`config.mk`:
```
export PLATFORM = sky130hd
export DESIGN_NAME = bit_shift_luma_gradient_flat
export DESIGN_NICKNAME = d
export VERILOG_FILES = /design/src/rtl/bit_shift_luma_gradient_if.sv /design/src/rtl/bit_shift_luma_gradient.sv /design/src/flat_wrapper.sv
export SDC_FILE = /design/constraint.sdc
export NUM_CORES = 2
export LEC_CHECK = 0
export CAP_MARGIN = 30
export CORE_MARGIN = 3
export CORE_UTILIZATION = 39
export CTS_BUF_LIST = sky130_fd_sc_hd__clkbuf_8 sky130_fd_sc_hd__clkbuf_16
export DETAILED_ROUTE_END_ITERATION = 10
export GPL_ROUTABILITY_DRIVEN = 0
export PLACE_DENSITY = 0.54
export SLEW_MARGIN = 20
export SYNTH_ARGS = -nofsm -noshare
export SYNTH_HDL_FRONTEND = slang
export SYNTH_SLANG_ARGS = --single-unit
```
`constraint.sdc`:
```
create_clock -name clk -period 11.1 [get_ports clk]
set_input_delay 1.11 -clock clk [delete_from_list [all_inputs] [get_ports clk]]
set_output_delay 1.11 -clock clk [all_outputs]
set_load 0.01 [all_outputs]
```
`src/rtl/bit_shift_luma_gradient_if.sv`:
```
`default_nettype none
// ============================================================================
// Module      : bit_shift_luma_gradient_if
// Description : Pixel bus for the luma/gradient stage. It carries the RGB
//               input side, the luma/gradient output side and the framing
//               flags in both directions. The grad_mag_out signal exists
//               only when GRADIENT_MAG_EN is defined.
// Revision    : 1.0 - initial release
// ============================================================================
interface bit_shift_luma_gradient_if;
   logic        pixel_valid_in;
   logic        soc_in;
   logic        eoc_in;
   logic        solf_in;
   logic        eolf_in;
   logic [23:0] pixel_in_red;
   logic [23:0] pixel_in_green;
   logic [23:0] pixel_in_blue;

   logic        pixel_valid_out;
   logic        soc_out;
   logic        eoc_out;
   logic        solf_out;
   logic        eolf_out;
   logic [23:0] luma_out;
   logic [24:0] grad_x_out;
   logic [24:0] grad_y_out;
   logic        frame_error;
`ifdef GRADIENT_MAG_EN
   logic [25:0] grad_mag_out;
`endif

   // Producer of RGB pixels / consumer of luma and gradients
   modport master (
      output pixel_valid_in, soc_in, eoc_in, solf_in, eolf_in,
      output pixel_in_red, pixel_in_green, pixel_in_blue,
`ifdef GRADIENT_MAG_EN
      input  grad_mag_out,
`endif
      input  pixel_valid_out, soc_out, eoc_out, solf_out, eolf_out,
      input  luma_out, grad_x_out, grad_y_out, frame_error
   );

   // The luma/gradient stage itself
   modport slave (
      input  pixel_valid_in, soc_in, eoc_in, solf_in, eolf_in,
      input  pixel_in_red, pixel_in_green, pixel_in_blue,
`ifdef GRADIENT_MAG_EN
      output grad_mag_out,
`endif
      output pixel_valid_out, soc_out, eoc_out, solf_out, eolf_out,
      output luma_out, grad_x_out, grad_y_out, frame_error
   );
endinterface
`default_nettype wire

```
`src/rtl/bit_shift_luma_gradient.sv`:
```
`default_nettype none
// ============================================================================
// Module      : bit_shift_luma_gradient
// Description : Reduces filtered Q12.12 RGB to a shift-weighted luma,
//               Y = (R>>2) + (G>>1) + (B>>2). It then emits the signed
//               horizontal and vertical luma gradients, with the framing
//               flags kept aligned. A frame-tracking FSM drops stray pixels
//               and flags framing violations.
//               The fixed latency is 2 cycles. Defining GRADIENT_MAG_EN adds
//               grad_mag_out = |gx| + |gy| and one extra stage, so the
//               latency becomes 3.
// Revision    : 1.0 - initial release
// ============================================================================
module bit_shift_luma_gradient #(
   parameter int IMAGE_DIM    = 64,
   parameter int IMAGE_DIM_BS = 6
) (
   input  wire logic                 clk,
   input  wire logic                 rst,
   bit_shift_luma_gradient_if.slave  bus
);
   localparam logic [0:0]              c_ST_IDLE    = 1'b0;
   localparam logic [0:0]              c_ST_CAPTURE = 1'b1;
   localparam logic [IMAGE_DIM_BS-1:0] c_LAST_IDX   = IMAGE_DIM_BS'(IMAGE_DIM - 1);
   localparam logic [IMAGE_DIM_BS-1:0] c_ONE        = IMAGE_DIM_BS'(1);

   // Frame tracking
   logic [0:0]              r_state;
   logic [0:0]              w_state_nxt;
   logic [IMAGE_DIM_BS-1:0] r_row;
   logic [IMAGE_DIM_BS-1:0] r_col;
   logic [IMAGE_DIM_BS-1:0] w_pix_row;
   logic [IMAGE_DIM_BS-1:0] w_pix_col;
   logic                    w_accept;
   logic                    w_err;
   logic                    w_last;

   // Luma and neighbour storage
   logic [23:0] w_luma;
   logic [23:0] r_prev_luma;
   logic [23:0] r_line_buf [IMAGE_DIM];

   // Stage 1: luma plus its left/above neighbours
   logic        r1_valid, r1_err, r1_soc, r1_eoc, r1_solf, r1_eolf;
   logic        r1_col0, r1_row0;
   logic [23:0] r1_luma, r1_left, r1_above;

   // Stage 2: gradients
   logic [24:0] w_gx, w_gy;
   logic        r2_valid, r2_err, r2_soc, r2_eoc, r2_solf, r2_eolf;
   logic [23:0] r2_luma;
   logic [24:0] r2_gx, r2_gy;

   // Shift-only weights. The largest possible sum is below 2^24, so 24 bits
   // are enough and the result is truncated, not rounded.
   assign w_luma = (bus.pixel_in_red >> 2) + (bus.pixel_in_green >> 1) + (bus.pixel_in_blue >> 2);

   // Decide whether the incoming pixel is accepted, its (row,col) position, the next state and any framing fault
   always_comb begin
      w_accept    = 1'b0;
      w_err       = 1'b0;
      w_last      = 1'b0;
      w_state_nxt = r_state;
      w_pix_row   = r_row;
      w_pix_col   = r_col;
      if (bus.pixel_valid_in) begin
         if (bus.soc_in) begin
            // A fresh start. While already capturing, this is a restart fault.
            w_accept    = 1'b1;
            w_pix_row   = '0;
            w_pix_col   = '0;
            w_err       = (r_state == c_ST_CAPTURE);
            w_state_nxt = c_ST_CAPTURE;
         end else if (r_state == c_ST_CAPTURE) begin
            w_accept = 1'b1;
         end else begin
            // A pixel outside a frame is dropped.
            w_err = 1'b1;
         end
         if (w_accept) begin
            w_last = (w_pix_row == c_LAST_IDX) && (w_pix_col == c_LAST_IDX);
            if (bus.eoc_in) begin
               w_state_nxt = c_ST_IDLE;
               if (!w_last)
                  w_err = 1'b1;
            end else if (w_last) begin
               // The frame is full but no eoc arrived: close it and drop what follows.
               w_state_nxt = c_ST_IDLE;
               w_err       = 1'b1;
            end
         end
      end
   end

   // FSM state, position counters and the left-neighbour register
   always_ff @(posedge clk) begin
      if (rst) begin
         r_state     <= c_ST_IDLE;
         r_row       <= '0;
         r_col       <= '0;
         r_prev_luma <= '0;
      end else begin
         r_state <= w_state_nxt;
         if (w_accept) begin
            r_col       <= w_pix_col + c_ONE;
            r_row       <= (w_pix_col == c_LAST_IDX) ? w_pix_row + c_ONE : w_pix_row;
            r_prev_luma <= w_luma;
         end
      end
   end

   // Line buffer: read the previous row's luma at this column, then overwrite it with the current luma
   always_ff @(posedge clk) begin
      if (w_accept && !rst) begin
         r1_above               <= r_line_buf[w_pix_col];
         r_line_buf[w_pix_col]  <= w_luma;
      end
   end

   // Stage 1 register: luma, left neighbour, edge flags and gated framing flags
   always_ff @(posedge clk) begin
      if (rst) begin
         r1_valid <= 1'b0;
         r1_err   <= 1'b0;
         r1_soc   <= 1'b0;
         r1_eoc   <= 1'b0;
         r1_solf  <= 1'b0;
         r1_eolf  <= 1'b0;
         r1_col0  <= 1'b0;
         r1_row0  <= 1'b0;
         r1_luma  <= '0;
         r1_left  <= '0;
      end else begin
         r1_valid <= w_accept;
         r1_err   <= w_err;
         r1_soc   <= w_accept & bus.soc_in;
         r1_eoc   <= w_accept & bus.eoc_in;
         r1_solf  <= w_accept & bus.solf_in;
         r1_eolf  <= w_accept & bus.eolf_in;
         r1_col0  <= (w_pix_col == '0);
         r1_row0  <= (w_pix_row == '0);
         r1_luma  <= w_luma;
         r1_left  <= r_prev_luma;
      end
   end

   // Zero-extend to 25 bits and subtract. The frame edges have no neighbour, so their gradient is zero.
   assign w_gx = r1_col0 ? '0 : {1'b0, r1_luma} - {1'b0, r1_left};
   assign w_gy = r1_row0 ? '0 : {1'b0, r1_above} == {1'b0, r1_above} ? {1'b0, r1_luma} - {1'b0, r1_above} : '0;

   // Stage 2 register: gradients, with data held at zero on idle cycles
   always_ff @(posedge clk) begin
      if (rst) begin
         r2_valid <= 1'b0;
         r2_err   <= 1'b0;
         r2_soc   <= 1'b0;
         r2_eoc   <= 1'b0;
         r2_solf  <= 1'b0;
         r2_eolf  <= 1'b0;
         r2_luma  <= '0;
         r2_gx    <= '0;
         r2_gy    <= '0;
      end else begin
         r2_valid <= r1_valid;
         r2_err   <= r1_err;
         r2_soc   <= r1_soc;
         r2_eoc   <= r1_eoc;
         r2_solf  <= r1_solf;
         r2_eolf  <= r1_eolf;
         r2_luma  <= r1_valid ? r1_luma : '0;
         r2_gx    <= r1_valid ? w_gx : '0;
         r2_gy    <= r1_valid ? w_gy : '0;
      end
   end

`ifdef GRADIENT_MAG_EN
   logic [24:0] w_abs_gx, w_abs_gy;
   logic        r3_valid, r3_err, r3_soc, r3_eoc, r3_solf, r3_eolf;
   logic [23:0] r3_luma;
   logic [24:0] r3_gx, r3_gy;
   logic [25:0] r3_mag;

   // Gradients stay within +/-(2^24-1), so negating never overflows.
   assign w_abs_gx = r2_gx[24] ? -r2_gx : r2_gx;
   assign w_abs_gy = r2_gy[24] ? -r2_gy : r2_gy;

   // Stage 3 register: L1 gradient magnitude, with everything else delayed alongside it
   always_ff @(posedge clk) begin
      if (rst) begin
         r3_valid <= 1'b0;
         r3_err   <= 1'b0;
         r3_soc   <= 1'b0;
         r3_eoc   <= 1'b0;
         r3_solf  <= 1'b0;
         r3_eolf  <= 1'b0;
         r3_luma  <= '0;
         r3_gx    <= '0;
         r3_gy    <= '0;
         r3_mag   <= '0;
      end else begin
         r3_valid <= r2_valid;
         r3_err   <= r2_err;
         r3_soc   <= r2_soc;
         r3_eoc   <= r2_eoc;
         r3_solf  <= r2_solf;
         r3_eolf  <= r2_eolf;
         r3_luma  <= r2_luma;
         r3_gx    <= r2_gx;
         r3_gy    <= r2_gy;
         r3_mag   <= {1'b0, w_abs_gx} + {1'b0, w_abs_gy};
      end
   end

   assign bus.pixel_valid_out = r3_valid;
   assign bus.frame_error     = r3_err;
   assign bus.soc_out         = r3_soc;
   assign bus.eoc_out         = r3_eoc;
   assign bus.solf_out        = r3_solf;
   assign bus.eolf_out        = r3_eolf;
   assign bus.luma_out        = r3_luma;
   assign bus.grad_x_out      = r3_gx;
   assign bus.grad_y_out      = r3_gy;
   assign bus.grad_mag_out    = r3_mag;
`else
   assign bus.pixel_valid_out = r2_valid;
   assign bus.frame_error     = r2_err;
   assign bus.soc_out         = r2_soc;
   assign bus.eoc_out         = r2_eoc;
   assign bus.solf_out        = r2_solf;
   assign bus.eolf_out        = r2_eolf;
   assign bus.luma_out        = r2_luma;
   assign bus.grad_x_out      = r2_gx;
   assign bus.grad_y_out      = r2_gy;
`endif

endmodule
`default_nettype wire
```
`src/flat_wrapper.sv`:
```
// flat-port wrapper written by rule: the top's interface ports become plain ports
module bit_shift_luma_gradient_flat 
#(
   parameter int IMAGE_DIM    = 64,
   parameter int IMAGE_DIM_BS = 6
)
  (clk, rst, bus_pixel_valid_in, bus_soc_in, bus_eoc_in, bus_solf_in, bus_eolf_in, bus_pixel_in_red, bus_pixel_in_green, bus_pixel_in_blue, bus_pixel_valid_out, bus_soc_out, bus_eoc_out, bus_solf_out, bus_eolf_out, bus_luma_out, bus_grad_x_out, bus_grad_y_out, bus_frame_error);
  bit_shift_luma_gradient_if bus_i ();
  input  wire logic clk;
  input  wire logic rst;
  input wire logic [$bits(bus_i.pixel_valid_in)-1:0] bus_pixel_valid_in;
  input wire logic [$bits(bus_i.soc_in)-1:0] bus_soc_in;
  input wire logic [$bits(bus_i.eoc_in)-1:0] bus_eoc_in;
  input wire logic [$bits(bus_i.solf_in)-1:0] bus_solf_in;
  input wire logic [$bits(bus_i.eolf_in)-1:0] bus_eolf_in;
  input wire logic [$bits(bus_i.pixel_in_red)-1:0] bus_pixel_in_red;
  input wire logic [$bits(bus_i.pixel_in_green)-1:0] bus_pixel_in_green;
  input wire logic [$bits(bus_i.pixel_in_blue)-1:0] bus_pixel_in_blue;
  output wire logic [$bits(bus_i.pixel_valid_out)-1:0] bus_pixel_valid_out;
  output wire logic [$bits(bus_i.soc_out)-1:0] bus_soc_out;
  output wire logic [$bits(bus_i.eoc_out)-1:0] bus_eoc_out;
  output wire logic [$bits(bus_i.solf_out)-1:0] bus_solf_out;
  output wire logic [$bits(bus_i.eolf_out)-1:0] bus_eolf_out;
  output wire logic [$bits(bus_i.luma_out)-1:0] bus_luma_out;
  output wire logic [$bits(bus_i.grad_x_out)-1:0] bus_grad_x_out;
  output wire logic [$bits(bus_i.grad_y_out)-1:0] bus_grad_y_out;
  output wire logic [$bits(bus_i.frame_error)-1:0] bus_frame_error;
  assign bus_i.pixel_valid_in = bus_pixel_valid_in;
  assign bus_i.soc_in = bus_soc_in;
  assign bus_i.eoc_in = bus_eoc_in;
  assign bus_i.solf_in = bus_solf_in;
  assign bus_i.eolf_in = bus_eolf_in;
  assign bus_i.pixel_in_red = bus_pixel_in_red;
  assign bus_i.pixel_in_green = bus_pixel_in_green;
  assign bus_i.pixel_in_blue = bus_pixel_in_blue;
  assign bus_pixel_valid_out = bus_i.pixel_valid_out;
  assign bus_soc_out = bus_i.soc_out;
  assign bus_eoc_out = bus_i.eoc_out;
  assign bus_solf_out = bus_i.solf_out;
  assign bus_eolf_out = bus_i.eolf_out;
  assign bus_luma_out = bus_i.luma_out;
  assign bus_grad_x_out = bus_i.grad_x_out;
  assign bus_grad_y_out = bus_i.grad_y_out;
  assign bus_frame_error = bus_i.frame_error;
  bit_shift_luma_gradient #(.IMAGE_DIM(IMAGE_DIM), .IMAGE_DIM_BS(IMAGE_DIM_BS)) u_core (.clk(clk), .rst(rst), .bus(bus_i));
endmodule
```
==> metrics.md <==
| Metric | Value |
|---|---|
| Rows | 149 |
| Share of cells above drive strength 1 | 11.92% |
| Largest family of logic cells by synthesized area | compound AO/OA/AOI/OAI gates |
| Clock root cell | clkbuf_16 |
| Post-Syn Area | 65,310 um^2 |
| Max FO, Critical Path | 101 |
| Post-route cell area | 75,650 um^2 |
| Port buffer count | 153 |
| Via count | 39,080 |
| Vias in the first global route | 37,180 |
| Maximum VDD drop | 0.0001270 V |
| Dpl cell area | 70,100 um^2 |
| GR Overflow Total | 0 |
| DR iter-0 viols | 5,956 |
| Flops & latches, synth | 1,733 |
| Worst-case clock skew | 0.04242 ns |
| Final worst slack | 6.097 ns |
| Slew @ Worst Pin | 1.103 ns |
| Number of synthesis warnings | 0 |
| Hold Path Stages | 1 |
| Post-synthesis compound-gate area fraction | 12.41% |
| Die Wd | 415.2 um |
| RSZ-0062 raised after global routing | false |
| H-tree levels | 4 |
| Total CTS buffers | 177 |
| Max_slew headroom | 26.15% |
| Die Y | 415.2 um |
| P&R area growth vs syn | 15.82% |
| Critical Path AT | 5.51 ns |
| Tmin final | 5.003 ns |
| TritonRoute pass-1 iters | 9 |
| Ys async rst share | 0% |
| Lkg Pwr | 0.02421 uW |
| Max-cap viol count | 0 |
| Post-CTS Setup Bufs | 0 |
| CP Launch Type | input pin |
| Number of fill cells | 14,300 |
| Maximum clock path buffer count | 3 |
| Initial antenna violation count | 9 |
| Hold Fails Final Rpt | 0 |
| Post-Synth Adder-Cell Area | 2.203% |
| Reg2Reg Depth | 9 |
| Die ar. | 172,400 um^2 |
| DRC | 0 |
| Hpwl dp | 111.3 mm |
| Reg clk slew, reported paths | 0.06 ns |
| Post-synthesis mux area share | 0.7375% |
| Post-synth EDFFs | 1,560 |
| CTS tree | built |
| CTS Hold Bufs | 0 |
| Setup_tns | 0 ns |
| Pins Over Slew Limit | 0 |
| IO Pins | 159 |
| P per Cell Area | 207.1 nW/um^2 |
| # nets final | 4,348 |
| Fmax | 199.9 MHz |
| Initial Utilization | 39.41% |
| Count of final setup violators | 0 |
| Clk_lat worst skew | 0.81 ns |
| Post-Synthesis Net Count | 4,114 |
| Total clock sinks | 1,733 |
| Crit end category | flop |
| Crit Path Class | in -> reg |
| Vias per cell | 6.011 |
| Resize count post-CTS | 0 |
| Post-Synthesis Cells | 3,935 |
| WL/cell | 30.36 um |
| Sequential-to-total area share from yosys stat | 77.03% |
| Gr usage total | 22.40% |
| Hold Path Class | reg -> reg |
| Synth cell types | 78 |
| Hold_ws | 0.4344 ns |
| Global-route wire length before repair | 279.4 mm |
| Ys flop type | edfxtp_1 |
| Largest net degree at the start of global routing | 106 |
| Syn_area_per_cell | 16.60 um^2 |
| Simple-gate share of the synthesized area | 4.941% |
| Pre-CTS WS | 5.399 ns |
| Worst path required time | 11.61 ns |
| Fin crit share | 45.07% |
| Synth Area in XOR/XNOR | 0.4828% |
| Total Routed Length | 197.4 mm |
| Core area | 165,700 um^2 |
| Post-route ant nets | 0 |
| Status | finished clean |
| Overall Power | 15,670 uW |
report_power, final:
part | total (uW) | switching [uW] | leakage [uW] | internal, uW
logic | 2080 | 1560 | 0.00587 | 514
clock network | 5630 | 2470 | 0.00290 | 3160
registers | 7960 | 60.7 | 0.0154 | 7900
state kept, by name (all words and copies together), names as in the netlist, 6 cells and up:
name and count:
u_core.r_line_buf 1536, u_core.r_col 6, u_core.r_prev_luma 24, u_core.r_row 6
u_core.r1_above 24, u_core.bus.luma_out 24, u_core.bus.grad_y_out 25, u_core.r1_left 24
u_core.r1_luma 24, u_core.bus.grad_x_out 25
Yosys cell counts (all sizes together), types with 49 or more instances:
library cell	instances	area, um^2
nor2	177	664.4
a21oi	143	715.7
nand3	102	510.5
ha	75	938.4
a22oi	199	1494
nor2b	54	337.8
dfxtp	173	3463
a31oi	121	757.0
a222oi	344	3443
buf	121	655.6
o21ai	69	352.8
nor3	53	270.3
inv	82	307.8
clkbuf	126	474.2
and2	49	309.0
nand2	112	420.4
edfxtp	1560	46840
logic make-up (layout without fill, tap and decap cells):
family	after synthesis	after routing
mux	46	46
flops	1733	1733
fa+ha+maj	100	100
buf+inv	329	699
other cells	0	7
simple gates	654	654
compound gates	1037	1037
xor+xnor	36	36
worst paths after layout:
kind                                      from                              to  slack (ns)
setup / recovery            bus_pixel_valid_in   u_core.r1_above[14]$_DFFE_PP_        6.10
hold / removal       u_core.r1_solf$_SDFF_PP0_  u_core.bus.solf_out$_SDFF_PP0_        0.43
setup reg to reg  u_core.r_col[2]$_SDFFE_PP0P_    u_core.r1_above[6]$_DFFE_PP_        6.53
hold reg to reg      u_core.r1_solf$_SDFF_PP0_  u_core.bus.solf_out$_SDFF_PP0_        0.43
cells in the final DEF, fill, tap and decap left out, types with 25 or more instances in the layout:
cell type	instances
fa_1	25
buf_4	138
a21o_1	38
inv_1	133
a31oi_1	120
nor2b_1	53
dfxtp_1	170
nand2_1	110
nand3_1	99
nor2_2	64
a222oi_1	344
nor3_1	47
nand4_1	27
nor2_1	107
clkdlybuf4s50_1	152
and2_1	47
a21oi_1	143
edfxtp_1	1560
clkinv_1	31
mux2i_1	38
a22oi_1	199
o21ai_0	66
clkbuf_16	180
ha_1	74
worst max-delay path: stages:
cell	delay (ns)
clkdlybuf4s50_1	0.72
and2_4	0.50
a21o_4	0.58
buf_12	0.57
buf_4	0.68
a222oi_1	0.27
nand3_1	0.18
a21oi_1	0.25
and3_1	0.26
o21ai_0	0.26
per-stage QoR:
stage / util, % / cells
after floorplan: - / 3935
after global placement: 42.23 / 6167
after detailed placement: 42.30 / 6178
after CTS: 45.61 / 6493
after global routing: 45.63 / 6494
final: 45.64 / 6501
layout make-up:
type	instances	area, um^2	share of cell area, %
tap	2189	2739	3.621
timing repair buffer	302	2781	3.677
clock buffer	186	4587	6.064
clock inverter	129	913.4	1.207
antenna	7	17.52	0.02316
sequential	1733	50310	66.51
inverter	82	307.8	0.4069
multi-input combinational	1873	13990	18.49
per-layer routing:
metal	GRT usage, %	vias to the layer above	wire length (um)
li1	-	16740	-
met1	30.94	20080	80530
met2	35.25	1959	91690
met3	4.233	299	17880
met4	8.498	2	7263
met5	0	-	12
(Power assumes the default switching activity.)
